[src/rtl/cmd_arbiter.sv]
// Two-source command arbiter: grants UART (priority) or tour commands to the
// command processor, tracks completion, and returns a response byte or timeout.
module cmd_arbiter #(
  parameter logic [23:0] TMO_CYC = 24'hFF_FFFF
) (
  input  logic        clk,
  input  logic        rst_n,
  input  logic [15:0] cmd_UART,
  input  logic        cmd_rdy_UART,
  output logic        clr_rdy_UART,
  input  logic [15:0] cmd_tour,
  input  logic        cmd_rdy_tour,
  output logic        clr_rdy_tour,
  input  logic        tour_last,
  output logic [15:0] cmd,
  output logic        cmd_rdy,
  input  logic        clr_cmd_rdy,
  input  logic        send_resp,
  output logic        send_resp_tour,
  output logic [7:0]  resp,
  output logic        resp_vld,
  output logic        owner_tour,
  output logic        tmo_err
);

  typedef enum logic [1:0] {IDLE, PEND, BUSY} state_t;

  state_t      state_q, state_d;
  logic        idle_hold_q, idle_hold_d;
  logic [15:0] cmd_q, cmd_d;
  logic        cmd_rdy_q, cmd_rdy_d;
  logic        clr_uart_q, clr_uart_d;
  logic        clr_tour_q, clr_tour_d;
  logic        srt_q, srt_d;
  logic [7:0]  resp_q, resp_d;
  logic        resp_vld_q, resp_vld_d;
  logic        owner_q, owner_d;
  logic        tmo_q, tmo_d;
  logic [23:0] wdog_q, wdog_d;

  logic [23:0] wdog_inc;
  logic [7:0]  done_resp;

  assign wdog_inc  = wdog_q + 24'd1;
  // Only a tour move that is not the last one gets the "more to come" byte.
  assign done_resp = (owner_q && !tour_last) ? 8'h5A : 8'hA5;

  always_comb begin
    state_d     = state_q;
    idle_hold_d = idle_hold_q;
    cmd_d       = cmd_q;
    cmd_rdy_d   = cmd_rdy_q;
    clr_uart_d  = 1'b0;
    clr_tour_d  = 1'b0;
    srt_d       = 1'b0;
    resp_d      = resp_q;
    resp_vld_d  = 1'b0;
    owner_d     = owner_q;
    tmo_d       = 1'b0;
    wdog_d      = wdog_q;

    case (state_q)
      IDLE: begin
        // One mandatory idle cycle after each completion before re-granting.
        if (idle_hold_q) begin
          idle_hold_d = 1'b0;
        end else if (cmd_rdy_UART) begin
          cmd_d      = cmd_UART;
          cmd_rdy_d  = 1'b1;
          owner_d    = 1'b0;
          clr_uart_d = 1'b1;
          state_d    = PEND;
        end else if (cmd_rdy_tour) begin
          cmd_d      = cmd_tour;
          cmd_rdy_d  = 1'b1;
          owner_d    = 1'b1;
          clr_tour_d = 1'b1;
          state_d    = PEND;
        end
      end
      PEND: begin
        if (clr_cmd_rdy) begin
          cmd_rdy_d = 1'b0;
          wdog_d    = '0;
          if (send_resp) begin
            resp_d      = done_resp;
            resp_vld_d  = 1'b1;
            srt_d       = owner_q;
            idle_hold_d = 1'b1;
            state_d     = IDLE;
          end else begin
            state_d = BUSY;
          end
        end
      end
      BUSY: begin
        wdog_d = wdog_inc;
        if (send_resp) begin
          resp_d      = done_resp;
          resp_vld_d  = 1'b1;
          srt_d       = owner_q;
          idle_hold_d = 1'b1;
          state_d     = IDLE;
        end else if (wdog_inc == TMO_CYC) begin
          resp_d      = 8'hEE;
          resp_vld_d  = 1'b1;
          tmo_d       = 1'b1;
          idle_hold_d = 1'b1;
          state_d     = IDLE;
        end
      end
      default: state_d = IDLE;
    endcase
  end

  always_ff @(posedge clk or negedge rst_n) begin
    if (!rst_n) begin
      state_q     <= IDLE;
      idle_hold_q <= 1'b0;
      cmd_q       <= '0;
      cmd_rdy_q   <= 1'b0;
      clr_uart_q  <= 1'b0;
      clr_tour_q  <= 1'b0;
      srt_q       <= 1'b0;
      resp_q      <= '0;
      resp_vld_q  <= 1'b0;
      owner_q     <= 1'b0;
      tmo_q       <= 1'b0;
      wdog_q      <= '0;
    end else begin
      state_q     <= state_d;
      idle_hold_q <= idle_hold_d;
      cmd_q       <= cmd_d;
      cmd_rdy_q   <= cmd_rdy_d;
      clr_uart_q  <= clr_uart_d;
      clr_tour_q  <= clr_tour_d;
      srt_q       <= srt_d;
      resp_q      <= resp_d;
      resp_vld_q  <= resp_vld_d;
      owner_q     <= owner_d;
      tmo_q       <= tmo_d;
      wdog_q      <= wdog_d;
    end
  end

  assign cmd            = cmd_q;
  assign cmd_rdy        = cmd_rdy_q;
  assign clr_rdy_UART   = clr_uart_q;
  assign clr_rdy_tour   = clr_tour_q;
  assign send_resp_tour = srt_q;
  assign resp           = resp_q;
  assign resp_vld       = resp_vld_q;
  assign owner_tour     = owner_q;
  assign tmo_err        = tmo_q;

endmodule

[config.mk]
export PLATFORM = sky130hd
export DESIGN_NAME = cmd_arbiter
export DESIGN_NICKNAME = d
export VERILOG_FILES = /design/src/rtl/cmd_arbiter.sv
export SDC_FILE = /design/constraint.sdc
export NUM_CORES = 1
export LEC_CHECK = 0
export CORE_ASPECT_RATIO = 1.5
export CORE_MARGIN = 3
export CORE_UTILIZATION = 55
export DETAILED_ROUTE_END_ITERATION = 8
export PLACE_DENSITY = 0.86
export REMOVE_ABC_BUFFERS = 1
export SKIP_LAST_GASP = 1
export SYNTH_ARGS = -nofsm -noshare
export SYNTH_HDL_FRONTEND = slang
export SYNTH_SLANG_ARGS = --single-unit
[constraint.sdc]
create_clock -name clk -period 4.6 [get_ports clk]
set_clock_uncertainty 0.1 [all_clocks]
set_input_delay 0.92 -clock clk [delete_from_list [all_inputs] [get_ports clk]]
set_output_delay 0.92 -clock clk [all_outputs]
set_load 0.005 [all_outputs]
After elaboration in Yosys (flattened, before gate mapping)
Cells that the tools add are included.
- add/subtract/negate cells: 1
- equal/unequal tests: 8
- muxes and demuxes: 46
- bitwise operators: 1
- reduce and logical (&&, ||, !) cells: 13
- operator list (kind ; number):
    one-hot mux 24 bit (2 select lines) ; 1
    two-way mux 8 bit ; 5
    two-way mux 16 bit ; 2
    adder 24 x 1 -> 24 bit (second input constant) ; 1
    == test 24 bit (second input constant) ; 1
    two-way mux 1 bit ; 24
    two-way mux 24 bit ; 1
    one-hot mux 8 bit (2 select lines) ; 1
    AND reduction 4 bit ; 4
    two-way mux 2 bit ; 7
    inequality test 2 bit (second input constant) ; 3
    inequality test 3 bit (second input constant) ; 2
    one-hot mux 1 bit (2 select lines) ; 3
    one-hot mux 2 bit (3 select lines) ; 1
    nonzero test 2 bit ; 3
    one-hot mux 1 bit (3 select lines) ; 1
    AND reduction 3 bit ; 1
    nonzero test 3 bit ; 1
    == test 2 x 1 -> 1 bit (second input constant) ; 1
    == test 2 bit (second input constant) ; 1
    logical NOT 2 bit ; 1
    AND reduction 2 bit ; 1
    logical AND 1 bit ; 1
    logical NOT 1 bit ; 1
    inverter 1 bit ; 1
- register bits after elaboration: 58
- input port bits: 39
- output and inout bits: 31
- word-level logic and storage cells: 81

Depth between registers and ports, before layout
- depth in word-level cells: 6
- gate-level depth with buffers: 10
- gate-level depth less buffers: 9

Worst setup path before layout
OpenSTA, ideal clock, no wires.
- path kind: reg-to-reg
- start: register wdog_q[1]
- end: register idle_hold_q
- library setup time: 0.125 ns
- arrival: 2.121 ns
- data required time: 4.375 ns
- path slack: 2.253 ns
- cell stages (with the launch flop): 10
- path buffers: 2
- clock period less this slack: 2.347 ns
- path through: dfrtp_1 > buf_2 > and4_1 > buf_2 > nand4_4 > or4_1 > a22oi_1 > and4_4 > o21ai_2 > mux2_4
- cells in the longest elaborated chain, start to end: 4
- RTL lines (element ; RTL line ; RTL):
    from (decl) ; 39 ; logic [23:0] wdog_q, wdog_d;
    from (signal assigned) ; 142 ; wdog_q <= wdog_d;
    adder 24 x 1 -> 24 bit ; 44 ; assign wdog_inc = wdog_q + 24'd1;
    == test 24 bit ; 104 ; end else if (wdog_inc == TMO_CYC) begin
    inequality test 3 bit (no source line) ; -- ;
    AND reduction 4 bit (no source line) ; -- ;
    to (signal assigned) ; 132 ; idle_hold_q <= idle_hold_d;
    to (decl) ; 29 ; logic idle_hold_q, idle_hold_d;
No other way between the ends.
A chain may end at the register's enable or synchronous reset.

Final worst setup path
- start: register wdog_q[0]
- end: register idle_hold_q
The elaborated chain is that of the path after synthesis.

==> results.py <==
metrics = {
    "synthesis": {
        "synth.most_common_cell": "dfrtp_1",
        "yosys_warnings": 0,
        "seq_area_frac_synth_pct": 41.8,
        "ys_types": 54,
        "ys_async_sr_fraction_pct": 100,
        "ys_ff_latch": 54,
        "synth-main-ff-cell": "dfrtp_1",
        "syn_inst": 367,
        "synth_edf_count": 0,
        "syn_area_per_cell_um2": 8.81,
        "ys_top_cells_by_area": "dfrtp_1 42%, o21ai_0 5.4%, mux2i_1 5.0%, nor2_1 4.9%, a21oi_1 4.3%",
        "synth.top_cell.area_share_pct": 41.8,
        "synthTopCellsByCount": "54 x dfrtp_1, 42 x nor2_1, 35 x o21ai_0",
        "synth_area_leader_cell": "dfrtp_1",
        "synth_area_mm2": 0.00323,
    },
    "global_routing": {
        "antenna_found_initial": 0,
        "track_usage_pct": 24.1,
        "grt_pass1_vias": 2763,
        "grt_start_max_net_pins": 55,
        "grt-ovfl-total": 0,
        "grt_pass1_wl_um": 12700,
    },
    "cts": {
        "cts_buffers": 5,
        "cts.sinks": 54,
        "max-clock-path-buffers": 2,
        "hold_buffers": 0,
        "path_clk_slew_ns": 0.10,
        "root_buffer": "clkbuf_8",
        "cts_tree": "done",
        "cts_setup_buffers": 0,
        "htree_levels": 2,
        "cts_resized": 0,
        "clock_insertion_delay_worst_skew_ns": 0.31,
    },
    "placement": {
        "place_hpwl_um": 5850,
        "place_congestion": 0.869,
        "port-buffer-count": 69,
        "place_area_mm2": 0.00389,
    },
    "cells_and_area": {
        "fin_nets": 464,
        "area_growth_syn_to_layout_pct": 23.5,
        "finish.utilization_pct": 71.6,
        "n_antenna_cell": 0,
        "stdcell_area_mm2": 0.00399,
        "drive_above_1_share_pct": 5.24,
    },
    "power": {
        "power_mw": 1.71,
        "power.share.clock_pct": 16.5,
        "power_leakage_nw": 1.61,
        "p_int_mw": 1.11,
        "switching_share_pct": 35.0,
        "seq_power_share_pct": 39.5,
        "p_switching_uw": 599,
        "ir_worst_vdd_mv": 0.187,
        "power_frac_comb_pct": 44.0,
        "cellPowerDensity_mw_per_mm2": 429,
    },
    "floorplanning": {
        "core_mm2": 0.00557,
        "rows": 33,
        "pin_count": 70,
        "initial_utilization_pct": 58.0,
        "fp.dieArea_mm2": 0.00685,
        "die_height_um": 99.9,
        "fp.dieW_um": 68.6,
    },
    "status": {
        "status": "finished, final reports clean",
    },
    "worst_setup_path": {
        "start_kind": "flip-flop",
        "cp_cell_sequence": "ha_1 > and3_1 > nand4_1 > or3_1 > a22oi_1 > and4_4 > o21ai_2 > mux2_4",
        "worstReg2RegStart": "wdog_q[0]",
        "endpoint": "idle_hold_q",
        "cp.required_ns": 4.71,
        "end_kind": "flip-flop",
        "path_depth": 8,
        "arrival_ns": 3.07,
        "r2r-end": "idle_hold_q",
        "r2r_slack_ns": 1.64,
        "cp_slowest_cell": "dfrtp_1",
        "r2r_cells": 8,
        "path_class": "reg2reg",
        "crit_family": "simple AND/OR/NAND/NOR gates",
        "path_buf_inv": 0,
        "crit_fanout": 12,
        "max_stage_delay_ns": 0.58,
        "crit_start": "wdog_q[0]",
    },
    "drt": {
        "num_vias": 2947,
        "firstDrtPassIters": 5,
        "routedWlPerCell_um": 16.3,
        "dr.first_iter.drc_count": 213,
        "postRouteAntennaNets": 0,
        "via_per_inst": 6.01,
        "drt_wl_total_um": 7980,
        "drcViolationCount": 0,
    },
    "sta": {
        "slew_violations": 0,
        "hold_violations": 0,
        "tns_ns": 0,
        "tightest_slew_ns": 1.17,
        "relSlewSlack_pct": 21.9,
        "max_clock_freq_ghz": 0.338,
        "finalCritPeriodShare_pct": 64.3,
        "fin_crit_ns": 2.96,
        "setup_viol": 0,
        "rsz0062_at_grt": "no",
    },
    "hold_path": {
        "hp-class": "reg2reg",
    },
    "flow_run": {
        "drv_cap": 0,
    },
}
[metrics by stage]
stage	hold WS, ns	setup WS [ns]	cells
floorplan	0.360	2.09	340
global placement	0.387	1.53	482
detailed placement	0.402	1.41	482
CTS	0.418	1.67	490
global route	0.445	1.43	490
finish	0.429	1.64	490
[flip-flops by register name (all words and copies together) (netlist names)]
register	count
clr_rdy_UART	1
owner_tour	1
cmd_rdy	1
send_resp_tour	1
cmd	16
wdog_q	24
state_q	2
tmo_err	1
resp	4
clr_rdy_tour	1
resp_vld	1
idle_hold_q	1
[placed cells by master (no fill, tap or decap), types with 7 or more instances in the layout]
| cell type | count |
|---|---|
| a21oi_1 | 28 |
| a31oi_1 | 7 |
| clkdlybuf4s50_1 | 68 |
| dfrtp_1 | 54 |
| inv_1 | 8 |
| mux2i_1 | 16 |
| nand2_1 | 29 |
| nand2b_1 | 8 |
| nand3_1 | 11 |
| nor2_1 | 42 |
| o21ai_0 | 35 |
| o31ai_1 | 14 |
[layer usage]
layer / vias up / share of wire (%) / GRT usage [%]
met5: - / 0 / 0
met4: 0 / 3.8 / 12.1
met3: 26 / 8.4 / 5.15
met2: 113 / 49 / 39.5
met1: 1374 / 39 / 29.2
li1: 1434 / - / -
[worst min-delay path by stage]
| stage | endpoint | slack (ns) | cells after the start | startpoint |
|---|---|---|---|---|
| final | wdog_q[5] | 0.43 | 1 | wdog_q[5] |
| after global routing | wdog_q[5] | 0.44 | 1 | wdog_q[5] |
| after CTS | wdog_q[5] | 0.42 | 1 | wdog_q[5] |
| after detailed placement | wdog_q[5] | 0.40 | 1 | wdog_q[5] |
| after global placement | wdog_q[14] | 0.39 | 1 | wdog_q[14] |
| after floorplan | wdog_q[14] | 0.36 | 1 | wdog_q[14] |
[cell type report]
class	instances	area, um2
Multi-Input combinational cell	278	1720
Fill cell	422	1580
Sequential cell	54	1350
Timing Repair Buffer	72	708
Tap cell	70	87.6
Clock buffer	6	82.6
Inverter	8	30.0
Clock inverter	2	16.3
[worst register-to-register path, delay by kind of cell, from the launching register on]
family                     cells  cell delay [ns]
DFF                            1             0.58
muxes                          1             0.30
and+or+nand+nor                4             1.27
adders and majority gates      1             0.33
AOI/OAI and AO/OA              2             0.28
[cells by family (layout without fill, tap and decap cells)]
kind of cell	after synthesis	in the layout	share of synthesized area, %
buffers and inverters	35	88	5.11
adder cells (fa/ha/maj)	6	6	2.32
AND/OR/NAND/NOR	140	140	23.1
XOR/XNOR	3	3	0.813
flip-flops	54	54	41.8
AO/OA/AOI/OAI	112	112	21.4
multiplexers	17	17	5.42
[power groups by stage]
stage / clock [mW] / sequential, mW / combinational [mW]
5_1_grt: 0.313 / 0.694 / 0.843
6_report: 0.283 / 0.676 / 0.753
3_3_place_gp: 0 / 0.678 / 0.734
4_1_cts: 0.296 / 0.677 / 0.761
2_1_floorplan: 0 / 0.689 / 0.360
3_5_place_dp: 0 / 0.687 / 0.760
Note: power is estimated with default switching activity, not from simulation.
